## src/rtl/topk_readout_if.sv

```systemverilog
// Host/search-core facing signal bundle for the top-k result collector.
// The slave modport is the collector's view; the master modport is the driver's view.
interface topk_readout_if #(
    parameter int DATA_WIDTH = 32
);
    logic                  start_in;
    logic [15:0]           k_in;
    logic [DATA_WIDTH-1:0] data_in;
    logic                  data_valid_in;
    logic                  rd_req_in;
    logic [DATA_WIDTH-1:0] rd_data_out;
    logic                  rd_valid_out;
    logic                  done_out;
    logic                  busy_out;
    logic [15:0]           count_out;
    logic [15:0]           query_id_out;
    logic                  overflow_out;

    modport slave (
        input  start_in, k_in, data_in, data_valid_in, rd_req_in,
        output rd_data_out, rd_valid_out, done_out, busy_out,
               count_out, query_id_out, overflow_out
    );

    modport master (
        output start_in, k_in, data_in, data_valid_in, rd_req_in,
        input  rd_data_out, rd_valid_out, done_out, busy_out,
               count_out, query_id_out, overflow_out
    );
endinterface

```

## src/rtl/topk_readout.sv

```systemverilog
// Collects up to MAX_K result words per query from the search core and serves
// them to the host as header, results, then an all-ones sentinel, one word per request edge.
module topk_readout #(
    parameter int DATA_WIDTH = 32,
    parameter int MAX_K      = 8
) (
    input  logic          clk_in,
    input  logic          rst_in,
    topk_readout_if.slave bus
);

    localparam int IDX_W = (MAX_K > 1) ? $clog2(MAX_K) : 1;

    typedef enum logic [1:0] {
        S_IDLE,
        S_COLLECT,
        S_READY,
        S_DRAIN
    } state_t;

    state_t                r_state;
    state_t                w_state_nxt;

    logic [DATA_WIDTH-1:0] r_buf [MAX_K];
    logic [15:0]           r_count;
    logic [15:0]           r_k_eff;
    logic [15:0]           r_rd_idx;
    logic [15:0]           r_qid;
    logic                  r_overflow;
    logic [DATA_WIDTH-1:0] r_rd_data;
    logic                  r_rd_valid;
    logic                  r_rd_req_q;

    logic                  w_rd_evt;
    logic [15:0]           w_k_eff;
    logic [15:0]           w_count_inc;
    logic                  w_accept;
    logic                  w_drop;
    logic                  w_drain_entry;

    // Requested k saturated to the buffer depth.
    function automatic logic [15:0] sat_k(input logic [15:0] k);
        return (k > 16'(MAX_K)) ? 16'(MAX_K) : k;
    endfunction

    function automatic logic [DATA_WIDTH-1:0] header_word(input logic [15:0] qid,
                                                          input logic [15:0] cnt);
        logic [DATA_WIDTH-1:0] w;
        w       = '0;
        w[31:0] = {qid, cnt};
        return w;
    endfunction

    assign w_rd_evt      = bus.rd_req_in & ~r_rd_req_q;
    assign w_k_eff       = sat_k(bus.k_in);
    assign w_count_inc   = r_count + 16'd1;
    // A start pulse owns the cycle: a coincident beat is neither stored nor flagged.
    assign w_accept      = (r_state == S_COLLECT) & bus.data_valid_in & ~bus.start_in;
    assign w_drop        = (r_state != S_COLLECT) & bus.data_valid_in & ~bus.start_in;
    assign w_drain_entry = (r_rd_idx < r_count);

    always_ff @(posedge clk_in or negedge rst_in) begin
        if (!rst_in) begin
            r_state <= S_IDLE;
        end else begin
            r_state <= w_state_nxt;
        end
    end

    always_comb begin
        w_state_nxt = r_state;
        if (bus.start_in) begin
            w_state_nxt = (w_k_eff == 16'd0) ? S_READY : S_COLLECT;
        end else begin
            case (r_state)
                S_COLLECT: if (w_accept && (w_count_inc == r_k_eff)) w_state_nxt = S_READY;
                S_READY:   if (w_rd_evt) w_state_nxt = S_DRAIN;
                S_DRAIN:   if (w_rd_evt && !w_drain_entry) w_state_nxt = S_IDLE;
                default:   w_state_nxt = r_state;
            endcase
        end
    end

    always_ff @(posedge clk_in or negedge rst_in) begin
        if (!rst_in) begin
            r_count    <= '0;
            r_k_eff    <= '0;
            r_rd_idx   <= '0;
            r_qid      <= '0;
            r_overflow <= 1'b0;
            r_rd_data  <= '0;
            r_rd_valid <= 1'b0;
            r_rd_req_q <= 1'b0;
        end else begin
            r_rd_req_q <= bus.rd_req_in;
            if (bus.start_in) begin
                r_count    <= '0;
                r_overflow <= 1'b0;
                r_k_eff    <= w_k_eff;
                r_rd_idx   <= '0;
                r_rd_valid <= 1'b0;
            end else begin
                if (w_accept) r_count <= w_count_inc;
                if (w_drop)   r_overflow <= 1'b1;
                if (w_rd_evt) begin
                    case (r_state)
                        S_READY: begin
                            r_rd_data  <= header_word(r_qid, r_count);
                            r_rd_valid <= 1'b1;
                            r_rd_idx   <= '0;
                        end
                        S_DRAIN: begin
                            r_rd_valid <= 1'b1;
                            if (w_drain_entry) begin
                                r_rd_data <= r_buf[r_rd_idx[IDX_W-1:0]];
                                r_rd_idx  <= r_rd_idx + 16'd1;
                            end else begin
                                r_rd_data <= '1;
                                r_qid     <= r_qid + 16'd1;
                            end
                        end
                        default: ;
                    endcase
                end
            end
        end
    end

    // Result storage carries no reset; r_count alone defines which entries are live.
    always_ff @(posedge clk_in) begin
        if (w_accept) r_buf[r_count[IDX_W-1:0]] <= bus.data_in;
    end

    assign bus.rd_data_out  = r_rd_data;
    assign bus.rd_valid_out = r_rd_valid;
    assign bus.done_out     = (r_state == S_READY) || (r_state == S_DRAIN);
    assign bus.busy_out     = (r_state == S_COLLECT);
    assign bus.count_out    = r_count;
    assign bus.query_id_out = r_qid;
    assign bus.overflow_out = r_overflow;

endmodule

```

## src/flat_wrapper.sv

```systemverilog
// flat-port wrapper written by rule: the top's interface ports become plain ports
module topk_readout_flat 
#(
    parameter int DATA_WIDTH = 32,
    parameter int MAX_K      = 8
)
  (clk_in, rst_in, bus_start_in, bus_k_in, bus_data_in, bus_data_valid_in, bus_rd_req_in, bus_rd_data_out, bus_rd_valid_out, bus_done_out, bus_busy_out, bus_count_out, bus_query_id_out, bus_overflow_out);
  topk_readout_if #(.DATA_WIDTH(DATA_WIDTH)) bus_i ();
  input  logic clk_in;
  input  logic rst_in;
  input wire logic [$bits(bus_i.start_in)-1:0] bus_start_in;
  input wire logic [$bits(bus_i.k_in)-1:0] bus_k_in;
  input wire logic [$bits(bus_i.data_in)-1:0] bus_data_in;
  input wire logic [$bits(bus_i.data_valid_in)-1:0] bus_data_valid_in;
  input wire logic [$bits(bus_i.rd_req_in)-1:0] bus_rd_req_in;
  output wire logic [$bits(bus_i.rd_data_out)-1:0] bus_rd_data_out;
  output wire logic [$bits(bus_i.rd_valid_out)-1:0] bus_rd_valid_out;
  output wire logic [$bits(bus_i.done_out)-1:0] bus_done_out;
  output wire logic [$bits(bus_i.busy_out)-1:0] bus_busy_out;
  output wire logic [$bits(bus_i.count_out)-1:0] bus_count_out;
  output wire logic [$bits(bus_i.query_id_out)-1:0] bus_query_id_out;
  output wire logic [$bits(bus_i.overflow_out)-1:0] bus_overflow_out;
  assign bus_i.start_in = bus_start_in;
  assign bus_i.k_in = bus_k_in;
  assign bus_i.data_in = bus_data_in;
  assign bus_i.data_valid_in = bus_data_valid_in;
  assign bus_i.rd_req_in = bus_rd_req_in;
  assign bus_rd_data_out = bus_i.rd_data_out;
  assign bus_rd_valid_out = bus_i.rd_valid_out;
  assign bus_done_out = bus_i.done_out;
  assign bus_busy_out = bus_i.busy_out;
  assign bus_count_out = bus_i.count_out;
  assign bus_query_id_out = bus_i.query_id_out;
  assign bus_overflow_out = bus_i.overflow_out;
  topk_readout #(.DATA_WIDTH(DATA_WIDTH), .MAX_K(MAX_K)) u_core (.clk_in(clk_in), .rst_in(rst_in), .bus(bus_i));
endmodule
```

## config.mk

```make
export PLATFORM = sky130hd
export DESIGN_NAME = topk_readout_flat
export DESIGN_NICKNAME = d
export VERILOG_FILES = /design/src/rtl/topk_readout_if.sv /design/src/rtl/topk_readout.sv /design/src/flat_wrapper.sv
export SDC_FILE = /design/constraint.sdc
export NUM_CORES = 1
export LEC_CHECK = 0
export ABC_CLOCK_PERIOD_IN_PS = 3500
export BUFFER_PORTS_ARGS = -buffer_cell sky130_fd_sc_hd__buf_2
export CORE_AREA = 2 2 178 180
export CTS_CLUSTER_SIZE = 20
export DETAILED_ROUTE_END_ITERATION = 7
export DIE_AREA = 0 0 180 182
export PLACE_DENSITY = 0.76
export RECOVER_POWER = 100
export REMOVE_ABC_BUFFERS = 1
export SLEW_MARGIN = 25
export SYNTH_ARGS = -nofsm -noshare
export SYNTH_HDL_FRONTEND = slang
export SYNTH_SLANG_ARGS = --single-unit
```

## constraint.sdc

```tcl
create_clock -name clk_in -period 3.5 [get_ports clk_in]
set_input_delay 0.35 -clock clk_in [delete_from_list [all_inputs] [get_ports clk_in]]
set_output_delay 0.35 -clock clk_in [all_outputs]
set_load 0.02 [all_outputs]
```

---- Word-level counts from Yosys, hierarchy flattened ----
Memories as Yosys holds them, arrays and structs flattened.
Cells that the tools add are included.
storage, ports and cells
  bits of input ports ..................... 53
  output and inout bits ................... 68
  memory bits (writable) .................. 256
  memories ................................ 1
  register bits ........................... 101
memory list
  memory        depth  width  rd ports  clocked after Yosys merged registers in  write ports  line                text
  u_core.r_buf  8      32     1         0                                        1            topk_readout.sv:24  logic [DATA_WIDTH-1:0] r_buf [MAX_K];
operators by class
  muxes and demuxes ....................... 22
  bitwise logic cells ..................... 8
  $add $sub $neg .......................... 3
  eq/ne operators ......................... 9
  reduce and logical (&&, ||, !) cells .... 18
  order comparisons ....................... 2
operators with widths
  kind                   number
  $mux 16                6
  $pmux 32 s2            1
  $add 16x1->16 const B  3
  $mux 32                1
  $pmux 16 s2            1
  $eq 16x16->1           1
  $gt 16x4->1 const B    1
  $logic_not 16->1       1
  $lt 16x16->1           1
  $ne 3x2->1 const B     4
  $mux 2                 5
  $reduce_bool 2->1      5
  $reduce_and 4->1       2
  $mux 1                 7
  $pmux 2 s3             1
  $reduce_and 3->1       2
  $and 1x1->1            5
  $eq 2x2->1 const B     2
  $reduce_bool 4->1      1
  $not 1->1              3
  $reduce_bool 3->1      1
  $eq 2x1->1 const B     1
  $logic_and 1x1->1      2
  $ne 2x1->1 const B     1
  other kinds (4)        4

---- Depth between registers and ports, before layout ----
  word-level depth ........................ 7
  depth in mapped cells ................... 11

---- Worst setup path after synthesis ----
OpenSTA, ideal clock, no wires.
  kind .................................... reg2reg
  from .................................... reg u_core.r_state[1]
  to ...................................... mem u_core.r_buf[4][0], enable pin
  data required time ...................... 3.039 ns
  setup time .............................. 0.461 ns
  arrival time ............................ 3.173 ns
  slack ................................... -0.134 ns
  path buffers ............................ 0
  period minus slack after synthesis ...... 3.634 ns
  stages on the path, launching flop included .. 5
  cells stage by stage .................... dfrtp_1 nand3b_1 nor2_1 nand2_1 nor3_1
between the ends
  longest elaborated chain between the ends .. 5
ends and longest elaborated chain
  element                       line                 text
  from (decl)                   topk_readout.sv:21   state_t r_state;
  from (signal assigned)        topk_readout.sv:66   r_state <= w_state_nxt;
  $eq 2x1->1                    topk_readout.sv:58   assign w_accept = (r_state == S_COLLECT) & bus.data_valid_in & ~bus.start_in;
  $and 1x1->1 (2 in series)     topk_readout.sv:58
  $mux 1                        topk_readout.sv:131  if (w_accept) r_buf[r_count[IDX_W-1:0]] <= bus.data_in;
  $mux 1 (not written as such)  topk_readout.sv:131
  to (decl)                     topk_readout.sv:24
No other way between the ends.

---- Worst setup path in the final report ----
  from .................................... reg u_core.r_count[9], in the netlist u_core.bus.count_out[9]
  to ...................................... reg u_core.r_rd_data[10], in the netlist u_core.bus.rd_data_out[10]
between the ends
  longest elaborated chain between the ends .. 3
ends and longest elaborated chain
  element                 line                 text
  from (decl)             topk_readout.sv:25   logic [15:0] r_count;
  from (signal assigned)  topk_readout.sv:103  if (w_accept) r_count <= w_count_inc;
  $lt 16x16->1            topk_readout.sv:60   assign w_drain_entry = (r_rd_idx < r_count);
  $mux 32                 topk_readout.sv:114  if (w_drain_entry) begin
  $pmux 32 s2             topk_readout.sv:106  case (r_state)
  to (signal assigned)    topk_readout.sv:108  r_rd_data <= header_word(r_qid, r_count);
  to (signal assigned)    topk_readout.sv:115  r_rd_data <= r_buf[r_rd_idx[IDX_W-1:0]];
  to (decl)               topk_readout.sv:30   logic [DATA_WIDTH-1:0] r_rd_data;
No other way between the ends.
A chain may end at the register's enable or synchronous reset.

==> results.tsv <==
stage	metric	value	unit
sta	post-layout minimum cycle time	3.15	ns
detailed_routing	WL/cell	22.8	µm
synthesis	commonest register cell after synthesis	sky130_fd_sc_hd__edfxtp_1	
critical_path	Setup crit end kind	flip-flop	
floorplanning	floorplan die area	32800	µm²
critical_path	Max FO, Critical Path	27	
power	clock group share of total power	42.2	%
synthesis	warnings from Yosys	0	
synthesis	Seq/Total Area, Yosys	67.0	%
critical_path	internal reg-to-reg setup slack	0.35	ns
outcome	violations in the final reports	capacitance limit, slew limit	
clock_network	TritonCTS sink count	357	
cells_and_area	FILL cells	2393	
clock_network	Clock Root Buffer	sky130_fd_sc_hd__clkbuf_16	
sta	setup repair after global routing missed its margin	false	
place	final weighted congestion of routability-driven global placement	0.877	
detailed_routing	Antenna Violating Nets Remaining	0	
global_route	GRT Resource Usage Total	21.7	%
sta	max-slew violations	70	
detailed_routing	detailed router's first-iteration violation count	769	
floorplanning	die width	180	µm
place	HPWL after detailed placement	21700	µm
sta	measured slew at the worst slew-check pin	1.77	ns
place	Post-Place Worst Slack	0.428	ns
worst_hold_path	startpoint of the most critical hold path	bus_k_in[0]	
clock_network	total clock buffers created by CTS	36	
sta	Worst Clk Skew	0.0198	ns
cells_and_area	total area of multi-input combinational cells	4700	µm²
power	Pint	7.17	mW
synthesis	largest cells by area after synthesis	sky130_fd_sc_hd__edfxtp_1 50%, sky130_fd_sc_hd__dfrtp_1 17%, sky130_fd_sc_hd__mux4_2 9.5%	
place	post-placement cell count	1488	
floorplanning	initial standard-cell utilization of the core	49.2	%
floorplanning	Die Y-Extent	182	µm
synthesis	share of flip-flops with an asynchronous set or reset	28.3	%
power	highest ir drop seen on vdd	0.000361	V
cells_and_area	Register Area	10200	µm²
synthesis	unique cell type count in the Yosys netlist	64	
detailed_routing	length of the first detailed-routing pass in iterations	7	
clock_network	CTS resizes	0	
synthesis	area of the mapped netlist	15200	µm²
critical_path	cells on worst reg2reg path	9	
cells_and_area	fin cells	1558	
critical_path	endpoint of the worst register-to-register path	u_core.bus.rd_data_out[10]	
global_route	initial antenna violation count	4	
power	LEAKAGE	6.04	nW
synthesis	Yosys top cell by area	sky130_fd_sc_hd__edfxtp_1	
sta	max frequency	0.317	GHz
power	switching fraction of total power	23.2	%
floorplanning	standard cell core area	31000	µm²
floorplanning	row cnt	65	
global_route	first-pass GRT wire length	54500	µm
sta	worst max-slew margin expressed relative to the limit	-18.4	%
critical_path	CP peak stage delay	0.60	ns
clock_network	CTS H-Tree Depth	2	
place	placed instance area	16400	µm²
global_route	maximum number of pins on one net before global-route repair	68	
cells_and_area	final layout net count	1197	
sta	post-route clock period utilization	90.1	%
global_route	total global routing overflow	0	
critical_path	Req. time, crit path	3.85	ns
critical_path	Setup CP Type	flip-flop to flip-flop	
place	number of buffers inserted by port buffering	120	
floorplanning	count of pins on the block boundary	121	
cells_and_area	ratio of cells with drive above 1 in the final layout	16.2	%
outcome	run status	complete, but fails checks	
power	relative contribution of combinational cells to total power	6.9	%
clock_network	worst-case clock buffer depth	3	
synthesis	flip-flop and latch count after synthesis	357	
critical_path	critical path arrival	3.51	ns
clock_network	clock tree from TritonCTS	yes	
sta	Setup WS post-layout	0.346	ns
power	switching power	2.17	mW
power	Pwr Density	535	nW/µm²
sta	final setup violation count	0	
detailed_routing	via density per instance	5.96	
critical_path	startpoint of the worst register-to-register path	u_core.bus.count_out[9]	
power	overall power of the completed layout	9.33	mW
critical_path	critical path launch point type	flip-flop	
clock_network	clock latency of the later-clocked register in the worst-skew pair	0.53	ns
synthesis	fraction of post-synthesis cell area in the top cell type by area	50.5	%
run	max-cap violation count	2	
cells_and_area	Core Util, Final	56.3	%
power	share of total power in sequential cells	50.9	%
cells_and_area	Post-Layout Inst Area	17400	µm²
detailed_routing	overall routed net length	35500	µm
detailed_routing	via count	9286	
clock_network	Post-CTS Repair Setup Buffers	0	
cells_and_area	area growth from synthesis to final layout	14.5	%
detailed_routing	number of remaining DRC errors	0	
synthesis	number of enable flip-flop cells after synthesis	256	
worst_hold_path	WHS Endpoint	u_core.r_k_eff[0]	
sta	Hold Fails Final Rpt	0	
critical_path	slowest cell on the critical path	sky130_fd_sc_hd__a221oi_1	
synthesis	number of cells produced by synthesis	1002	
worst_hold_path	path type of the worst min-delay path	input port to flip-flop	
clock_network	clock transition at the register clock pins on the worst setup and hold paths after CTS	0.07	ns
synthesis	average size of a mapped cell	15.2	µm²
critical_path	cells traversed along the worst timing path	inv_1 > ha_1 > a21o_1 > a221o_1 > a221oi_1 > o21ai_4 > buf_4 > o22ai_1 > o21ai_0	
worst_hold_path	number of instances on the worst hold path	2	
global_route	vias in the first global route	9360	
==> worst max-delay path by stage <==
stage                                  from                    endpoint  slack, ns  cells after the start
floorplan                u_core.r_rd_idx[0]  u_core.bus.query_id_out[1]      -1.43                      6
global placement    u_core.bus.count_out[9]         u_core.r_rd_idx[11]       0.57                      8
detailed placement  u_core.bus.count_out[1]           u_core.r_state[0]       0.43                      7
CTS                 u_core.bus.count_out[1]           u_core.r_state[0]       0.39                      7
global route              u_core.r_state[1]         u_core.r_buf[2][30]       0.19                      6
finish              u_core.bus.count_out[9]  u_core.bus.rd_data_out[10]       0.35                      9
==> state kept, by name (all words and copies together) (netlist names) <==
name                     cells
u_core.r_state               2
u_core.bus.query_id_out     16
u_core.bus.rd_data_out      32
u_core.bus.overflow_out      1
u_core.r_rd_req_q            1
u_core.bus.rd_valid_out      1
u_core.r_rd_idx             16
u_core.r_k_eff              16
u_core.r_buf               256
u_core.bus.count_out        16
==> layout make-up <==
class / count / share of cell area (%)
antenna: 2 / 0.0287
multi-input combinational: 559 / 26.9
inverter: 20 / 0.430
timing repair buffer: 152 / 4.12
clock inverter: 26 / 1.65
sequential: 357 / 58.6
clock buffer: 40 / 5.37
tap: 402 / 2.88
==> per-stage QoR <==
| stage | hold WS [ns] | setup TNS [ns] |
|---|---|---|
| after CTS | 0.0352 | 0 |
| final | 0.0544 | 0 |
| after detailed placement | 0.471 | 0 |
| after global routing | 0.0536 | 0 |
| after global placement | 0.461 | 0 |
| after floorplan | 0.0544 | -78.95 |
==> cell usage after synthesis, types with 18 or more instances <==
| master | instances |
|---|---|
| sky130_fd_sc_hd__o21ai_0 | 39 |
| sky130_fd_sc_hd__dfrtp_1 | 101 |
| sky130_fd_sc_hd__ha_1 | 18 |
| sky130_fd_sc_hd__clkbuf_1 | 38 |
| sky130_fd_sc_hd__nand3_1 | 19 |
| sky130_fd_sc_hd__edfxtp_1 | 256 |
| sky130_fd_sc_hd__nand2_1 | 104 |
| sky130_fd_sc_hd__nor2_1 | 32 |
| sky130_fd_sc_hd__nand4_1 | 20 |
| sky130_fd_sc_hd__xnor2_1 | 34 |
| sky130_fd_sc_hd__inv_1 | 20 |
| sky130_fd_sc_hd__o22ai_1 | 33 |
| sky130_fd_sc_hd__mux2i_1 | 32 |
| sky130_fd_sc_hd__mux4_2 | 64 |
==> power groups by stage <==
| stage | Clock, mW | Combinational, mW | Sequential (mW) |
|---|---|---|---|
| after floorplan | 0 | 0.247 | 4.92 |
| after global placement | 0 | 0.661 | 4.83 |
| after detailed placement | 0 | 0.677 | 4.83 |
| after CTS | 4.00 | 0.681 | 4.75 |
| after global routing | 4.17 | 0.701 | 4.76 |
| final | 3.94 | 0.641 | 4.75 |
==> layout by cell type, fill, tap and decap left out, types with 5 or more instances in the layout <==
| master | synthesis | final |
|---|---|---|
| sky130_fd_sc_hd__dfrtp_1 | 101 | 98 |
| sky130_fd_sc_hd__a21oi_1 | 8 | 8 |
| sky130_fd_sc_hd__clkinv_1 | 0 | 6 |
| sky130_fd_sc_hd__or3_1 | 7 | 7 |
| sky130_fd_sc_hd__nand3_1 | 19 | 19 |
| sky130_fd_sc_hd__ha_1 | 18 | 18 |
| sky130_fd_sc_hd__mux2i_1 | 32 | 32 |
| sky130_fd_sc_hd__nor3_1 | 12 | 12 |
| sky130_fd_sc_hd__edfxtp_1 | 256 | 256 |
| sky130_fd_sc_hd__nand2_1 | 104 | 105 |
| sky130_fd_sc_hd__xor2_1 | 15 | 15 |
| sky130_fd_sc_hd__buf_2 | 11 | 21 |
| sky130_fd_sc_hd__xnor2_1 | 34 | 34 |
| sky130_fd_sc_hd__clkbuf_2 | 3 | 8 |
| sky130_fd_sc_hd__clkinv_2 | 0 | 12 |
| sky130_fd_sc_hd__nor4_1 | 13 | 13 |
| sky130_fd_sc_hd__buf_4 | 4 | 18 |
| sky130_fd_sc_hd__o211ai_1 | 8 | 8 |
| sky130_fd_sc_hd__or4_1 | 8 | 8 |
| sky130_fd_sc_hd__clkbuf_1 | 38 | 104 |
| sky130_fd_sc_hd__o22ai_1 | 33 | 33 |
| sky130_fd_sc_hd__a21o_1 | 8 | 8 |
| sky130_fd_sc_hd__and3_1 | 8 | 8 |
| sky130_fd_sc_hd__inv_1 | 20 | 20 |
| sky130_fd_sc_hd__nand4_1 | 20 | 20 |
| sky130_fd_sc_hd__bufinv_16 | 0 | 5 |
| sky130_fd_sc_hd__o21ai_0 | 39 | 39 |
| sky130_fd_sc_hd__and4_1 | 5 | 5 |
| sky130_fd_sc_hd__clkbuf_16 | 0 | 37 |
| sky130_fd_sc_hd__nor2_1 | 32 | 27 |
| sky130_fd_sc_hd__o311ai_0 | 6 | 6 |
| sky130_fd_sc_hd__nor2b_1 | 16 | 16 |
| sky130_fd_sc_hd__mux4_2 | 64 | 64 |
==> critical path: cells and delay by family, from the launching register on <==
kind,cells,cell delay (ns)
buffers and inverters,2,0.41
flip-flops,1,0.51
adder cells (fa/ha/maj),1,0.32
AO/OA/AOI/OAI,6,1.75
==> repair_timing <==
action	in CTS	in global routing
setup endpoints to repair	0	0
endpoints found under the hold margin	56	0
hold buffers	2	0
==> kinds of logic (layout without fill, tap and decap cells) <==
logic type,after synthesis,count (layout),synth area share [%]
compound gates,134,134,6.04
simple gates,261,261,8.61
flops,357,357,67.0
other cells,0,2,0
xor+xnor,49,49,2.82
mux,97,97,11.6
fa+ha+maj,18,18,1.48
buf+inv,86,238,2.38
==> layer usage <==
layer | global-route usage [%] | up-vias | wire length (µm)
met5 | 0 | - | 13
li1 | - | 4123 | -
met1 | 27.9 | 4698 | 14000
met2 | 36.7 | 375 | 17900
met4 | 8.59 | 2 | 1230
met3 | 4.03 | 88 | 2290
(Power assumes the default switching activity.)
